`config.mk`:
```
export PLATFORM = sky130hd
export DESIGN_NAME = stopwatch_bcd_counter
export DESIGN_NICKNAME = d
export VERILOG_FILES = /design/src/rtl/stopwatch_bcd_counter_pkg.sv /design/src/rtl/stopwatch_bcd_counter_digit.sv /design/src/rtl/stopwatch_bcd_counter.sv
export SDC_FILE = /design/constraint.sdc
export NUM_CORES = 1
export LEC_CHECK = 0
export ABC_AREA = 1
export BUFFER_PORTS_ARGS = -buffer_cell sky130_fd_sc_hd__buf_2
export CAP_MARGIN = 10
export CORE_MARGIN = 4
export CORE_UTILIZATION = 59
export DETAILED_ROUTE_END_ITERATION = 8
export PLACE_DENSITY_LB_ADDON = 0.3
export RECOVER_POWER = 100
export SYNTH_ARGS = -nofsm -noshare
export SYNTH_HDL_FRONTEND = slang
export SYNTH_SLANG_ARGS = --single-unit
export TNS_END_PERCENT = 1
```
`constraint.sdc`:
```
create_clock -name clk -period 3.13 [get_ports clk]
set_input_delay 0.1565 -clock clk [delete_from_list [all_inputs] [get_ports clk]]
set_output_delay 0.1565 -clock clk [all_outputs]
set_load 0.1 [all_outputs]
```
`src/rtl/stopwatch_bcd_counter_pkg.sv`:
```
// Shared types and digit limits for the four-digit BCD stopwatch.
// Imported by the counter top and by each digit cell.
package stopwatch_pkg;

   typedef logic [3:0] digit_t;

   typedef enum logic [1:0] {
      IDLE  = 2'd0,
      RUN   = 2'd1,
      PAUSE = 2'd2,
      DONE  = 2'd3
   } state_t;

   localparam digit_t TENTHS_MAX = 4'd9;
   localparam digit_t ONES_MAX   = 4'd9;
   localparam digit_t TENS_MAX   = 4'd5;

   function automatic digit_t clamp_digit(input digit_t v, input digit_t max);
      return (v > max) ? max : v;
   endfunction

endpackage

```
`src/rtl/stopwatch_bcd_counter_digit.sv`:
```
// One up/down BCD digit wrapping at DIGIT_MAX.
// co is the ripple enable for the next digit.
module bcd_digit
   import stopwatch_pkg::*;
#(
   parameter digit_t DIGIT_MAX = 4'd9
) (
   input  logic   clk,
   input  logic   rst,
   input  logic   en,
   input  logic   up,
   input  logic   load,
   input  digit_t load_val,
   input  logic   clr,
   output digit_t q,
   output logic   co
);

   digit_t r_q;

   always_ff @(posedge clk or posedge rst) begin
      if (rst) begin
         r_q <= '0;
      end else if (clr) begin
         r_q <= '0;
      end else if (load) begin
         r_q <= load_val;
      end else if (en) begin
         if (up) r_q <= (r_q == DIGIT_MAX) ? 4'd0 : r_q + 4'd1;
         else    r_q <= (r_q == 4'd0) ? DIGIT_MAX : r_q - 4'd1;
      end
   end

   assign q  = r_q;
   assign co = en && (up ? (r_q == DIGIT_MAX) : (r_q == 4'd0));

endmodule

```
`src/rtl/stopwatch_bcd_counter.sv`:
```
// Four-digit BCD stopwatch (M:SS.t): control FSM, terminal detect and a
// ripple-enabled chain of bcd_digit cells.
module stopwatch_bcd_counter
   import stopwatch_pkg::*;
#(
   parameter int MAX_MINS = 9
) (
   input  logic       clk,
   input  logic       rst,
   input  logic       up,
   input  logic       deciClk,
   input  logic       start,
   input  logic       pause,
   input  logic       clear,
   input  logic       load,
   input  logic [3:0] load_mins,
   input  logic [3:0] load_tens,
   input  logic [3:0] load_ones,
   input  logic [3:0] load_tenths,
   output logic [3:0] mins,
   output logic [3:0] tens,
   output logic [3:0] ones,
   output logic [3:0] tenths,
   output logic       running,
   output logic       done,
   output logic       done_pulse
);

   localparam digit_t MINS_MAX = digit_t'(MAX_MINS);

   state_t r_state, w_state_nxt;
   logic   r_running, r_done, r_done_pulse;
   logic   w_tick, w_load_en, w_dp_nxt;
   logic   w_at_term, w_last_step;
   logic   w_co_tenths, w_co_ones, w_co_tens, w_co_mins;
   digit_t w_mins, w_tens, w_ones, w_tenths;

   // Terminal for the current direction, and "the next tick lands on it".
   always_comb begin
      if (up) begin
         w_at_term   = (w_mins == MINS_MAX) && (w_tens == TENS_MAX) &&
                       (w_ones == ONES_MAX) && (w_tenths == TENTHS_MAX);
         w_last_step = (w_mins == MINS_MAX) && (w_tens == TENS_MAX) &&
                       (w_ones == ONES_MAX) && (w_tenths == TENTHS_MAX - 4'd1);
      end else begin
         w_at_term   = (w_mins == 4'd0) && (w_tens == 4'd0) &&
                       (w_ones == 4'd0) && (w_tenths == 4'd0);
         w_last_step = (w_mins == 4'd0) && (w_tens == 4'd0) &&
                       (w_ones == 4'd0) && (w_tenths == 4'd1);
      end
   end

   // Each control consumes its edge even when ignored in the current state.
   always_comb begin
      w_state_nxt = r_state;
      w_tick      = 1'b0;
      w_load_en   = 1'b0;
      w_dp_nxt    = 1'b0;
      if (clear) begin
         w_state_nxt = IDLE;
      end else if (load) begin
         if (r_state != RUN) begin
            w_load_en   = 1'b1;
            w_state_nxt = IDLE;
         end
      end else if (start) begin
         if (r_state == IDLE || r_state == PAUSE) begin
            if (w_at_term) begin
               w_state_nxt = DONE;
               w_dp_nxt    = 1'b1;
            end else begin
               w_state_nxt = RUN;
            end
         end
      end else if (pause) begin
         if (r_state == RUN) w_state_nxt = PAUSE;
      end else if (deciClk && r_state == RUN) begin
         // A direction flip can leave RUN parked on a terminal; stop rather than wrap.
         if (w_at_term) begin
            w_state_nxt = DONE;
            w_dp_nxt    = 1'b1;
         end else begin
            w_tick = 1'b1;
            if (w_last_step) begin
               w_state_nxt = DONE;
               w_dp_nxt    = 1'b1;
            end
         end
      end
   end

   always_ff @(posedge clk or posedge rst) begin
      if (rst) begin
         r_state      <= IDLE;
         r_running    <= 1'b0;
         r_done       <= 1'b0;
         r_done_pulse <= 1'b0;
      end else begin
         r_state      <= w_state_nxt;
         r_running    <= (w_state_nxt == RUN);
         r_done       <= (w_state_nxt == DONE);
         r_done_pulse <= w_dp_nxt;
      end
   end

   bcd_digit #(.DIGIT_MAX(TENTHS_MAX)) u_tenths (
      .clk(clk), .rst(rst), .en(w_tick), .up(up), .load(w_load_en),
      .load_val(clamp_digit(load_tenths, TENTHS_MAX)), .clr(clear),
      .q(w_tenths), .co(w_co_tenths)
   );

   bcd_digit #(.DIGIT_MAX(ONES_MAX)) u_ones (
      .clk(clk), .rst(rst), .en(w_co_tenths), .up(up), .load(w_load_en),
      .load_val(clamp_digit(load_ones, ONES_MAX)), .clr(clear),
      .q(w_ones), .co(w_co_ones)
   );

   bcd_digit #(.DIGIT_MAX(TENS_MAX)) u_tens (
      .clk(clk), .rst(rst), .en(w_co_ones), .up(up), .load(w_load_en),
      .load_val(clamp_digit(load_tens, TENS_MAX)), .clr(clear),
      .q(w_tens), .co(w_co_tens)
   );

   bcd_digit #(.DIGIT_MAX(MINS_MAX)) u_mins (
      .clk(clk), .rst(rst), .en(w_co_tens), .up(up), .load(w_load_en),
      .load_val(clamp_digit(load_mins, MINS_MAX)), .clr(clear),
      .q(w_mins), .co(w_co_mins)
   );

   assign mins       = w_mins;
   assign tens       = w_tens;
   assign ones       = w_ones;
   assign tenths     = w_tenths;
   assign running    = r_running;
   assign done       = r_done;
   assign done_pulse = r_done_pulse;

endmodule

```
==> summary by stage <==
Worst setup path
Counting cells, the worst reg-to-reg path comes to 12. In this run the critical register-to-register path is launched from u_mins.q[0]. The slowest stage of the critical path is the sky130_fd_sc_hd__dfrtp_1 cell. The endpoint of the lowest-slack register-to-register path is u_mins.q[1]. The arrival time of the worst setup path is 2450 ps. Of all nets on the critical path, the largest fanout is 11. Among the stages of the critical path, the cell type that occurs most often is sky130_fd_sc_hd__nand2_1. For the worst setup path, the data required time is 3340 ps. The type of destination of the critical path is a flop.

The critical path goes through inv_1 > ha_1 > nand2_1 > nor2_1 > nand3_2 > nand2_1 > nor2_1 > nand3_2 > nand2_1 > nand2_1 > nand2_1 > nand2_1. For flop-to-flop paths, the worst setup slack is 890 ps. The launching element type of the critical path is a flop. The stage delay of the slowest cell on the critical path is 480 ps. The category of the critical setup timing path is reg2reg.

GRT
In the global route stage, met3 resource usage came out at 2.77%. The layer carrying the most global-route usage is met2. The initial antenna violation count is 0.

Across every metal layer, demand over resource in global routing totals 23.5%. Summed over all layers, the global routing overflow is 0. The met1 layer usage reported by global route is 32.0%. The pin count of the biggest net entering global routing is 22. The first global-routing pass estimated 7.87 mm of wire. The via count of the first global-routing pass is 1,723.

The met2 usage in global routing is 39.0%.

Drt
The number of remaining DRC errors is 0. In the final routed layout, each cell accounts on average for 12.5 um. The final routed wirelength across all metal layers is 4.51 mm. The via total after detailed routing is 1,929.

Once detail routing completed, the nets flagged for antenna violations numbered 0. The count of TritonRoute iterations in the first routing pass is 4. The first routing iteration left 130 violations. Dividing the detail-routed via count by the number of cells gives 5.36.

STA
In this run the tightest slew margin relative to its limit is 22.2%. The number of hold-slack violations in the final timing report is 21. After routing, the total negative slack on setup checks comes to 0 ps. The worst path in the final design needs a cycle of 2240 ps, including I/O delays and setup.

Setup violations remaining at the end of the flow were counted as 0. Setup repair after global routing left no endpoint under its margin. The number of pins with negative max-slew slack in the final report is 0. Hold timing on the final database bottoms out at a slack of -27.5 ps. The clock arrives with 12.3 ps of skew. The part of the cycle the worst path needs is 71.6%.

The highest attainable clock frequency is 446 MHz. At the pin with the least slew margin, the transition time is 1170 ps.

Clock tree
Counting the buffers created by CTS gives 3. CTS built an H-tree with a depth of 1. For the worst-skew pair, the clock arrives at the later sink with an insertion delay of 320 ps. The clock-pin slew of the registers on the worst-case setup and hold paths is 130 ps. The number of hold buffers added after CTS was 0. The cell at the root of the clock tree is sky130_fd_sc_hd__clkbuf_4. The number of gates resized after CTS was 0.

The clock drives 21 sinks. The number of setup buffers added after CTS is 0. In this run the deepest clock path goes through 2 buffers. The TritonCTS clock tree is yes.

Synth
For this run, the register share of the synthesized area comes to 27.7%. The most area-hungry cell type in the Yosys netlist is sky130_fd_sc_hd__dfrtp_1. For this run, the number of Yosys warnings is 0. After synthesis the cells add up to 1900 um^2. By instance count, the leading cell after synthesis is sky130_fd_sc_hd__nand2_1.

The synthesized design devotes to its leading area cell type 27.7% of total area. The commonest cells after synthesis are 58 x sky130_fd_sc_hd__nand2_1, 31 x sky130_fd_sc_hd__nand3_1, 27 x sky130_fd_sc_hd__inv_1. The most instantiated flip-flop cell in the synthesis netlist is sky130_fd_sc_hd__dfrtp_1. The total nets after synthesis is 311. The share of flip-flops with an asynchronous set or reset is 100%. The unique cell type count in the Yosys netlist is 29. Yosys mapped a number of flops with a built-in enable equal to 0. Ranked by total cell area, the synthesized netlist is headed by sky130_fd_sc_hd__dfrtp_1 28%, sky130_fd_sc_hd__nand2_1 11%, sky130_fd_sc_hd__ha_1 8.6%.

In the synthesized netlist, the number of instances is 274. The total of flip-flops plus latches after synthesis is 21. In this run the mean area of a mapped cell was 6.92 um^2.

Die
Measured along the x axis, the die boundary spans 64.7 um. Pin placement for this block handled 43 I/O pins. The initialized floorplan defines 20 standard-cell rows. The region available for standard cell placement spans 3050 um^2.

The starting density of the core is 62.1%. The die area is 4190 um^2. The die is 64.7 um tall.

Layout
The final layout net count is 354. The count of fill cells added during filler insertion is 304. 0 antenna diodes ended up in the layout. From synthesis to final layout, the design area changed by 10.8%. The post-route cell area is 2100 um^2.

In the final layout, the multi-input gates occupy 1170 um^2. The share of final-layout standard cells stronger than drive strength 1 is 15.8%. Registers take 526 um^2.

Run
The tool flagged a number of max-cap violations equal to 0.

Run status
The run finished, with violations left. The checks that failed: negative hold slack.

Placement
At the end of routability-driven placement, the weighted congestion stood at 0.915. After detailed placement, the total cell area comes to 2130 um^2. Buffers placed on the I/O ports in this run total 42. The wire-length estimate of the detail-placed layout is 3.47 mm.

Worst hold path
The worst hold path class is in2async.

Pwr
In this run the power density over the cells is 535 nW/um^2. Summed over all cells, the static leakage comes to 1.04 nW. IR analysis of the VDD net gives a maximum drop of 0.000340 V.
==> stage by stage <==
stage                     setup slack, ps  hold slack, ps  instances  power [mW]  util (%)
after floorplan                       793             133        274       0.890         -
after global placement               1260             361        356       0.996      69.8
after detailed placement             1190             358        356        1.00      69.8
after CTS                            1150            7.99        360        1.14      70.7
after global routing                  626            44.2        360        1.21      68.9
final                                 888           -27.5        360        1.12      68.9
==> layout by cell type, fill, tap and decap left out, types with 5 or more instances in the layout <==
cell type / count
sky130_fd_sc_hd__inv_2: 8
sky130_fd_sc_hd__dfrtp_1: 21
sky130_fd_sc_hd__nand3_2: 5
sky130_fd_sc_hd__o21ai_0: 29
sky130_fd_sc_hd__nor2_1: 20
sky130_fd_sc_hd__nand2_1: 62
sky130_fd_sc_hd__nand3_1: 31
sky130_fd_sc_hd__o22ai_1: 5
sky130_fd_sc_hd__o21ai_1: 7
sky130_fd_sc_hd__a21oi_1: 13
sky130_fd_sc_hd__clkbuf_1: 19
sky130_fd_sc_hd__inv_1: 28
sky130_fd_sc_hd__ha_1: 13
sky130_fd_sc_hd__buf_2: 23
==> final cells by class <==
cell class / count / share of cell area, %
clock buffers: 3 / 1.07
clock inverters: 1 / 0.238
flip-flops and latches: 21 / 25.0
repair buffers: 42 / 8.87
multi-input cells: 213 / 55.8
well taps: 44 / 2.62
inverters: 36 / 6.43
==> report_power, final <==
group	internal, mW	total (mW)	leakage, nW	switching, mW
logic	0.146	0.624	0.743	0.477
registers	0.305	0.362	0.276	0.0562
clock network	0.0478	0.139	0.0177	0.0910
==> cell families (layout without fill, tap and decap cells) <==
kind of cell    count (synthesis)  after routing  synth area share, %
xor+xnor                        7              7                 3.23
mux                             1              1                0.594
simple gates                  129            129                 32.5
compound gates                 63             63                 18.7
fa+ha+maj                      13             13                 8.58
buf+inv                        40             82                 8.71
flops                          21             21                 27.7
==> layer usage <==
layer	up-vias	wire, um
li1	992	-
met1	862	2010
met2	66	2160
met3	9	274
met4	0	63
met5	-	0
==> sequential cells by signal, summed over array words and instances, names as in the netlist <==
signal	count
u_tens.q	4
running	1
r_state	2
done	1
done_pulse	1
u_mins.q	4
u_ones.q	4
u_tenths.q	4
==> worst max-delay path, delay by kind of cell, from the launching register on <==
| family | cells | cell delay (ps) |
|---|---|---|
| AND/OR/NAND/NOR | 10 | 1340 |
| flip-flops | 1 | 480 |
| adder cells (fa/ha/maj) | 1 | 220 |
| buffers and inverters | 1 | 100 |
==> how the worst max path moves through the flow <==
stage,to,slack (ps),startpoint
after CTS,u_mins.q[1],1150,u_tenths.q[1]
final,u_mins.q[1],890,u_mins.q[0]
after detailed placement,u_mins.q[1],1190,u_tenths.q[1]
after global placement,u_mins.q[3],1260,u_tenths.q[1]
after floorplan,u_mins.q[3],790,u_tens.q[0]
after global routing,u_tenths.q[3],630,u_mins.q[0]
(Power assumes the default switching activity.)
